`config.mk`:
```
export PLATFORM = sky130hd
export DESIGN_NAME = lcd_text_refresh
export DESIGN_NICKNAME = d
export VERILOG_FILES = /design/src/rtl/lcd_text_refresh.sv
export SDC_FILE = /design/constraint.sdc
export NUM_CORES = 1
export LEC_CHECK = 0
export CORE_MARGIN = 2
export CORE_UTILIZATION = 58
export DETAILED_ROUTE_END_ITERATION = 12
export DONT_BUFFER_PORTS = 1
export GPL_TIMING_DRIVEN = 0
export PLACE_DENSITY = 0.83
export SETUP_SLACK_MARGIN = 0.1
export SYNTH_ARGS = -nofsm -noshare
export SYNTH_HDL_FRONTEND = slang
export SYNTH_SLANG_ARGS = --single-unit
```
`constraint.sdc`:
```
create_clock -name CLOCK_50 -period 3.2 [get_ports CLOCK_50]
set_clock_uncertainty 0.15 [all_clocks]
set_input_delay 0.96 -clock CLOCK_50 [delete_from_list [all_inputs] [get_ports CLOCK_50]]
set_output_delay 0.96 -clock CLOCK_50 [all_outputs]
set_load 0.01 [all_outputs]
```
`src/rtl/lcd_text_refresh.sv`:
```
// Write-only HD44780 16x2 driver: power-up wait, init commands, then endless
// two-line refresh from a per-frame snapshot of the 32-character buffer.
//
// state      | meaning
// -----------+---------------------------------------------------------
// S_POWERUP  | idle after reset until the panel's power-up time elapses
// S_INIT     | four init commands 0x38, 0x0C, 0x01, 0x06 (idx_q selects)
// S_L1_ADDR  | DDRAM address 0x80; text snapshot taken in its SETUP cycle
// S_L1_CHARS | 16 data writes, chars 0-15 of the snapshot
// S_L2_ADDR  | DDRAM address 0xC0
// S_L2_CHARS | 16 data writes, chars 16-31, then back to S_L1_ADDR
// Each non-POWERUP state runs the byte-write sub-FSM W_SETUP/W_PULSE/W_HOLD.

module lcd_text_refresh #(
    parameter int POWERUP_CYC = 750000,
    parameter int EN_CYC      = 25,
    parameter int CMD_CYC     = 2500,
    parameter int CLEAR_CYC   = 100000
) (
    input  logic         CLOCK_50,
    input  logic         RESET_N,
    input  logic [255:0] text,
    output logic         init_done,
    output logic         frame_done,
    output logic         LCD_RS,
    output logic         LCD_RW,
    output logic         LCD_EN,
    output logic [7:0]   LCD_DATA
);

    localparam int MAX_AB  = (POWERUP_CYC > CLEAR_CYC) ? POWERUP_CYC : CLEAR_CYC;
    localparam int MAX_CD  = (EN_CYC > CMD_CYC) ? EN_CYC : CMD_CYC;
    localparam int MAX_CYC = (MAX_AB > MAX_CD) ? MAX_AB : MAX_CD;
    localparam int CNT_W   = $clog2(MAX_CYC + 1);

    localparam logic [CNT_W-1:0] PU_LAST    = CNT_W'(POWERUP_CYC - 1);
    localparam logic [CNT_W-1:0] EN_LAST    = CNT_W'(EN_CYC - 1);
    localparam logic [CNT_W-1:0] CMD_LAST   = CNT_W'(CMD_CYC - 1);
    localparam logic [CNT_W-1:0] CLEAR_LAST = CNT_W'(CLEAR_CYC - 1);
    localparam logic [CNT_W-1:0] CNT_ONE    = CNT_W'(1);

    typedef enum logic [2:0] {
        S_POWERUP,
        S_INIT,
        S_L1_ADDR,
        S_L1_CHARS,
        S_L2_ADDR,
        S_L2_CHARS
    } top_t;

    typedef enum logic [1:0] {
        W_SETUP,
        W_PULSE,
        W_HOLD
    } wr_t;

    top_t             top_q, top_d;
    wr_t              wr_q, wr_d;
    logic [CNT_W-1:0] cnt_q, cnt_d;
    logic [CNT_W-1:0] hold_last;
    logic [3:0]       idx_q, idx_d;
    logic [255:0]     snap_q;
    logic             snap_en;
    logic             init_d, fd_d;
    logic [7:0]       byte_cur;
    logic             rs_cur;
    logic [7:0]       data_d;
    logic             rs_d, en_d;
    logic [7:0]       chars [32];

    always_comb begin
        for (int i = 0; i < 32; i++) begin
            chars[i] = snap_q[255 - 8*i -: 8];
        end
    end

    always_comb begin
        byte_cur = 8'h00;
        rs_cur   = 1'b0;
        case (top_q)
            S_INIT: begin
                case (idx_q[1:0])
                    2'd0:    byte_cur = 8'h38;
                    2'd1:    byte_cur = 8'h0C;
                    2'd2:    byte_cur = 8'h01;
                    default: byte_cur = 8'h06;
                endcase
            end
            S_L1_ADDR:  byte_cur = 8'h80;
            S_L1_CHARS: begin
                rs_cur   = 1'b1;
                byte_cur = chars[{1'b0, idx_q}];
            end
            S_L2_ADDR:  byte_cur = 8'hC0;
            S_L2_CHARS: begin
                rs_cur   = 1'b1;
                byte_cur = chars[{1'b1, idx_q}];
            end
            default: ;
        endcase
    end

    // Clear is the only slow command; key it off the state, not the byte value,
    // so a 0x01 character is never mistaken for it.
    assign hold_last = (top_q == S_INIT && idx_q == 4'd2) ? CLEAR_LAST : CMD_LAST;

    always_comb begin
        top_d   = top_q;
        wr_d    = wr_q;
        cnt_d   = cnt_q;
        idx_d   = idx_q;
        init_d  = init_done;
        fd_d    = 1'b0;
        snap_en = 1'b0;
        if (top_q == S_POWERUP) begin
            if (cnt_q == PU_LAST) begin
                cnt_d = '0;
                top_d = S_INIT;
                wr_d  = W_SETUP;
            end else begin
                cnt_d = cnt_q + CNT_ONE;
            end
        end else begin
            case (wr_q)
                W_SETUP: begin
                    wr_d    = W_PULSE;
                    cnt_d   = '0;
                    snap_en = (top_q == S_L1_ADDR);
                end
                W_PULSE: begin
                    if (cnt_q == EN_LAST) begin
                        wr_d  = W_HOLD;
                        cnt_d = '0;
                    end else begin
                        cnt_d = cnt_q + CNT_ONE;
                    end
                end
                default: begin
                    if (cnt_q == hold_last) begin
                        cnt_d = '0;
                        wr_d  = W_SETUP;
                        case (top_q)
                            S_INIT: begin
                                if (idx_q == 4'd3) begin
                                    idx_d  = 4'd0;
                                    init_d = 1'b1;
                                    top_d  = S_L1_ADDR;
                                end else begin
                                    idx_d = idx_q + 4'd1;
                                end
                            end
                            S_L1_ADDR: top_d = S_L1_CHARS;
                            S_L1_CHARS: begin
                                idx_d = idx_q + 4'd1;
                                if (idx_q == 4'd15) top_d = S_L2_ADDR;
                            end
                            S_L2_ADDR: top_d = S_L2_CHARS;
                            S_L2_CHARS: begin
                                idx_d = idx_q + 4'd1;
                                if (idx_q == 4'd15) begin
                                    top_d = S_L1_ADDR;
                                    fd_d  = 1'b1;
                                end
                            end
                            default: ;
                        endcase
                    end else begin
                        cnt_d = cnt_q + CNT_ONE;
                    end
                end
            endcase
        end
    end

    // Pins are registered copies of the decoded write phase: glitch-free, one cycle behind.
    assign en_d   = (top_q != S_POWERUP) && (wr_q == W_PULSE);
    assign rs_d   = (top_q != S_POWERUP) && rs_cur;
    assign data_d = (top_q == S_POWERUP) ? 8'h00 : byte_cur;

    always_ff @(posedge CLOCK_50 or negedge RESET_N) begin
        if (!RESET_N) begin
            top_q      <= S_POWERUP;
            wr_q       <= W_SETUP;
            cnt_q      <= '0;
            idx_q      <= 4'd0;
            snap_q     <= '0;
            init_done  <= 1'b0;
            frame_done <= 1'b0;
            LCD_EN     <= 1'b0;
            LCD_RS     <= 1'b0;
            LCD_DATA   <= 8'h00;
        end else begin
            top_q      <= top_d;
            wr_q       <= wr_d;
            cnt_q      <= cnt_d;
            idx_q      <= idx_d;
            init_done  <= init_d;
            frame_done <= fd_d;
            LCD_EN     <= en_d;
            LCD_RS     <= rs_d;
            LCD_DATA   <= data_d;
            if (snap_en) snap_q <= text;
        end
    end

    assign LCD_RW = 1'b0;

endmodule

```
* Yosys cells after proc, flatten, opt, wreduce, memory -nomap -nowiden
Index checks and enable logic that the tools add are counted.
Operators by class: add/subtract/negate cells 2, order comparisons 2, eq/ne operators 20, muxes and demuxes 38, bitwise operators 4, reductions and logical operators 17
Operators by type and width (number):
- 8-bit binary-select mux with 5-bit select | 2
- 20-bit 2-to-1 mux | 4
- 8-bit 2-to-1 mux | 5
- 20-bit case mux with 2 select lines | 1
- 8-bit case mux with 5 select lines | 1
- 3-bit 2-to-1 mux | 7
- 20-bit by 1-bit adder with 20-bit output, second input constant | 1
- 20-bit by 17-bit equality test with 1-bit output | 1
- 20-bit equality test, second input constant | 1
- 20-bit by 5-bit equality test with 1-bit output, second input constant | 1
- 6-bit case mux with 3 select lines | 1
- 17-bit 2-to-1 mux | 1
- 3-bit case mux with 5 select lines | 1
- 6-bit >= comparator, second input constant | 2
- 3-bit inequality test, second input constant | 3
- 4-bit by 2-bit equality test with 1-bit output, second input constant | 2
- 1-bit 2-to-1 mux | 8
- 2-bit 2-to-1 mux | 4
- 4-bit case mux with 2 select lines | 1
- 7-bit AND reduction | 1
- 3-bit by 2-bit equality test with 1-bit output, second input constant | 2
- 3-bit equality test, second input constant | 2
- 4-bit NOT with 6-bit output | 1
- 5-bit NOT with 6-bit output | 1
- other kinds (21) | 29
Storage, ports and cells: bits in registers 297, input port bits 258, output and inout port bits 13, word-level logic and storage cells 93

* Longest topological paths before layout
depth after elaboration 7, mapped depth 10, gate-level depth less buffers 7

* Least setup slack after synthesis
Ideal clock, no wire load.
kind register -> register, start point register idx_q[0], end point register idx_q[2], setup time 0.125 ns, arrival 2.837 ns, data required time 2.925 ns, slack 0.088 ns, stages on the path, launching flop included 10, path buffers 3, period minus slack after synthesis 3.112 ns, cells stage by stage dfrtp_1 -> buf_4 -> buf_2 -> buf_2 -> inv_1 -> ha_1 -> nand4b_1 -> mux2_4 -> or4_4 -> mux2_4
Between the ends: longest elaborated chain between the ends 5, elaborated cells between the ends (all ways) 9, classes of those cells 1 x add/sub; 3 x eq/ne; 3 x mux; 2 x reduce/logical
RTL lines:
- from (decl) | RTL line 61 | logic [3:0] idx_q, idx_d;
- from (signal assigned) | RTL line 196 | idx_q <= idx_d;
- 4-bit by 2-bit equality test with 1-bit output | RTL line 105 | assign hold_last = (top_q == S_INIT && idx_q == 4'd2) ? CLEAR_LAST : CMD_LAST;
- 1-bit logical AND | RTL line 105
- 17-bit 2-to-1 mux | RTL line 105
- 20-bit by 17-bit equality test with 1-bit output | RTL line 139 | if (cnt_q == hold_last) begin
- 4-bit AND reduction (no line)
Several ways; a longest one is shown, not always the timed one. A chain may end at the register's enable or synchronous reset.

* Worst setup path in the final report
start point register idx_q[3], end point register LCD_DATA[3]
Between the ends: longest elaborated chain between the ends 6, elaborated cells between the ends (all ways) 10, classes of those cells 8 x mux; 2 x bitwise
RTL lines:
- 5-bit NOT with 6-bit output (implied by the code) / 4-bit NOT with 6-bit output (equally long branches) | RTL line 97, 92
- 8-bit binary-select mux with 5-bit select, on equally long branches | RTL line 97, 92
- 8-bit 2-to-1 mux, on equally long branches (2 in a row) | RTL line 97, 92
- 8-bit case mux with 5 select lines (*) | RTL line 80 | case (top_q)
- 8-bit 2-to-1 mux (*) | RTL line 178 | assign data_d = (top_q == S_POWERUP) ? 8'h00 : byte_cur;
- net data_d[3] | RTL line 67 | logic [7:0] data_d;
- to (signal assigned) | RTL line 201 | LCD_DATA <= data_d;
- to (decl) | RTL line 28 | output logic [7:0] LCD_DATA
The timed path passes the listed nets; every way through them passes the cells marked *. The select of a mux whose other input is x is not followed.

==> impl_results.md <==
* Status: complete, but fails checks
* Failing checks: hold timing
* DRT met1 WL at 14.2 mm
* Root Buffer: clkbuf_16
* Routed vias at 8431
* P_leak at 6.14 nW
* Detailed placement HPWL at 25.5 mm
* First-pass GRT wire length at 53.2 mm
* Setup slack at placement at -0.451 ns
* Async SR Flop Fraction at 1.00
* Synth Flop Type: dfrtp_1
* R2R Path End: LCD_DATA[3]$_DFF_PN0_
* Fin. max-slew vios at 0
* Skew-Pair Late Insertion Delay at 0.58 ns
* RSZ-0062 raised after global routing: false
* Clock tree sinks at 297
* Area leader, netlist: dfrtp_1
* Met3 WL at 2.99 mm
* Final Setup Violations at 0
* Chip height at 158 um
* Gr ovfl total at 0
* Max Fclk at 329 MHz
* Max cap viols at 0
* Std cell rows at 56
* HP Class: in2async
* Buffers on Ports at 0
* Post-Syn Nets at 1192
* Average instance area after synthesis at 14.8 um^2
* Area added between synthesis and finish at 11.0%
* Power per cell area at 516 mW/mm^2
* Antenna violations before repair at 11
* Post-synthesis sequential area ratio at 0.542
* Largest net degree at the start of global routing at 298
* Die Footprint at 0.0249 mm^2
* Vias in the first global route at 8727
* H-tree levels at 1
* Core Footprint at 0.0233 mm^2
* Max Root-Sink Buffers at 3
* YS warnings at 0
* Hold slack final at -0.0301 ns
* Max FO, Critical Path at 10
* Area share of the leading cell type in the synthesized netlist at 0.542
* CTS clk-pin slew, worst paths at 0.06 ns
* Vias/cell at 6.43
* Worst-Margin Slew at 1.00 ns
* GRT Util Overall at 0.293
* Die width at 158 um
* Met2 wire len at 17.6 mm
* Final worst-path cycle share at 0.951
* Pwr Total at 7.85 mW
* Wire per inst at 27.6 um
* Setup CP Type: reg2reg
* Crit path launch type: register
* Share of cells above drive strength 1 at 0.423
* DR iter-0 viols at 645
* Multi-input gate area at 0.00595 mm^2
* Period minus WS final at 3.04 ns
* Drt total wl at 36.2 mm
* Initial Util at 0.588
* CTS tree: done
* Uppermost routed layer: met5
* Worst setup EP type: register
* Number of nets in the layout at 1228
* Post-route setup slack at 0.156 ns
* Antenna-violating nets left at 0
* VDD IR max at 0.478 mV
* R2r setup slk at 0.16 ns
* Synth cell types at 59
* Placer Congestion at 0.914
* R2r startpoint: idx_q[3]$_DFFE_PN0P_
* Post-Syn Area at 0.0137 mm^2
* Number of flops mapped to enable cells by yosys at 0
* Fillers at 1659
* Reg area at 0.00743 mm^2
* Worst Reg-to-Reg Cells at 5
* Num CTS Buffers at 31
* Arrival time at the worst endpoint at 3.26 ns
* Rel. slew slack at 0.332
* Pre-Repair DR Iteration Count at 5
* DRC at 0
* WP data required at 3.41 ns
* Post-synthesis register bit count at 297
* Largest cells by area after synthesis: dfrtp_1 54%, mux2_2 22%, mux4_2 11%, mux2i_1 1.6%, clkbuf_1 1.2%
* Gate Count Post-Synth at 927
* IO Pins at 271
* Fin. Hold Viols at 13
## worst max path at each step
stage                    startpoint                    end  slack [ns]  cells after the start
3_3_place_gp   idx_q[0]$_DFFE_PN0P_   idx_q[2]$_DFFE_PN0P_       -0.40                      9
6_report       idx_q[3]$_DFFE_PN0P_  LCD_DATA[3]$_DFF_PN0_        0.16                      5
3_5_place_dp   idx_q[0]$_DFFE_PN0P_    cnt_q[17]$_DFF_PN0_       -0.45                     10
2_1_floorplan  idx_q[0]$_DFFE_PN0P_   idx_q[2]$_DFFE_PN0P_        0.19                      9
4_1_cts        idx_q[0]$_DFFE_PN0P_   idx_q[2]$_DFFE_PN0P_        0.11                      9
5_1_grt        idx_q[0]$_DFFE_PN0P_   idx_q[2]$_DFFE_PN0P_        0.11                      9
## per-layer routing
layer	vias to the layer above	track usage
li1	3520	-
met1	4426	0.393
met2	394	0.464
met3	89	0.0720
met4	2	0.120
met5	-	0
## layout by cell type, fill, tap and decap left out, drive strengths merged, types with 13 or more instances in the layout
| master | n |
|---|---|
| a21oi | 27 |
| buf | 20 |
| clkbuf | 89 |
| dfrtp | 297 |
| inv | 14 |
| mux2 | 266 |
| mux2i | 22 |
| mux4 | 64 |
| nand2 | 19 |
| nand3 | 13 |
| nor2 | 22 |
| nor3 | 13 |
| xnor2 | 13 |
## layout make-up
type                       instances  area share
tap                              319      0.0262
antenna                            9     0.00148
clock inverter                    10     0.00814
sequential                       297       0.488
timing repair buffer               3     0.00148
buffer                            63      0.0215
multi-input combinational        554       0.391
clock buffer                      43      0.0585
inverter                          13     0.00321
## power breakdown
group	internal [mW]	leakage (nW)	switching, mW	total [mW]
clock network	2.10	0.496	1.49	3.59
registers	3.92	3.54	0.0836	4.00
logic	0.181	2.11	0.0784	0.259
## flip-flops by register name, indices dropped and copies added, names as in the netlist
| register | cells |
|---|---|
| LCD_DATA | 8 |
| chars | 256 |
| top_q | 3 |
| wr_q | 2 |
| idx_q | 4 |
| init_done | 1 |
| frame_done | 1 |
| cnt_q | 20 |
| LCD_RS | 1 |
| LCD_EN | 1 |
## cells in the mapped netlist, types with 3 or more instances
| cell type | count |
|---|---|
| mux2_2 | 264 |
| nor3_1 | 13 |
| nor2b_1 | 4 |
| dfrtp_1 | 297 |
| buf_4 | 3 |
| clkbuf_1 | 43 |
| or2_2 | 3 |
| nand2b_1 | 3 |
| buf_2 | 10 |
| inv_1 | 13 |
| xor2_1 | 6 |
| a211oi_1 | 4 |
| buf_1 | 4 |
| nor2_1 | 22 |
| xnor2_1 | 13 |
| mux4_2 | 64 |
| nand4_1 | 5 |
| nand3_1 | 13 |
| nor4_1 | 7 |
| a22oi_1 | 3 |
| o22ai_1 | 5 |
| mux2i_1 | 22 |
| and3_1 | 5 |
| a21oi_1 | 27 |
| ha_1 | 7 |
| nand2_1 | 19 |
| o221ai_1 | 4 |
## critical path, cell delays in order (launching register included)
cell and delay, ns:
dfrtp_1 0.39, clkbuf_1 0.56, clkbuf_1 0.81, mux2_2 0.44, a21oi_1 0.23, o221ai_1 0.25
## what timing repair did
item | in CTS | in global routing
pin swaps | 0 | 0
buffers inserted | 0 | 3
endpoints found under the hold margin | 297 | 297
endpoints found under the setup margin | 38 | 13
resized for setup | 16 | 4
## metrics by stage
step           setup TNS (ns)  hold WS, ns   util  cells  instance area, um^2
6_report                    0      -0.0301  0.652   1311                15200
3_3_place_gp            -9.83        0.331  0.605   1246                14100
3_5_place_dp           -11.11        0.337  0.605   1246                14100
5_1_grt                     0      -0.0585  0.652   1310                15200
2_1_floorplan               0        0.324      -    927                13700
4_1_cts                     0      -0.0813  0.650   1299                15200
## cells by family after synthesis
| logic type | count (synthesis) | share of synthesized area |
|---|---|---|
| mux | 352 | 0.340 |
| flops | 297 | 0.542 |
| simple gates | 113 | 0.0452 |
| buf+inv | 76 | 0.0241 |
| compound gates | 62 | 0.0297 |
| xor+xnor | 19 | 0.0121 |
| fa+ha+maj | 7 | 0.00639 |
| other cells | 1 | 0.000274 |
Power figures use the tool's default switching activity.
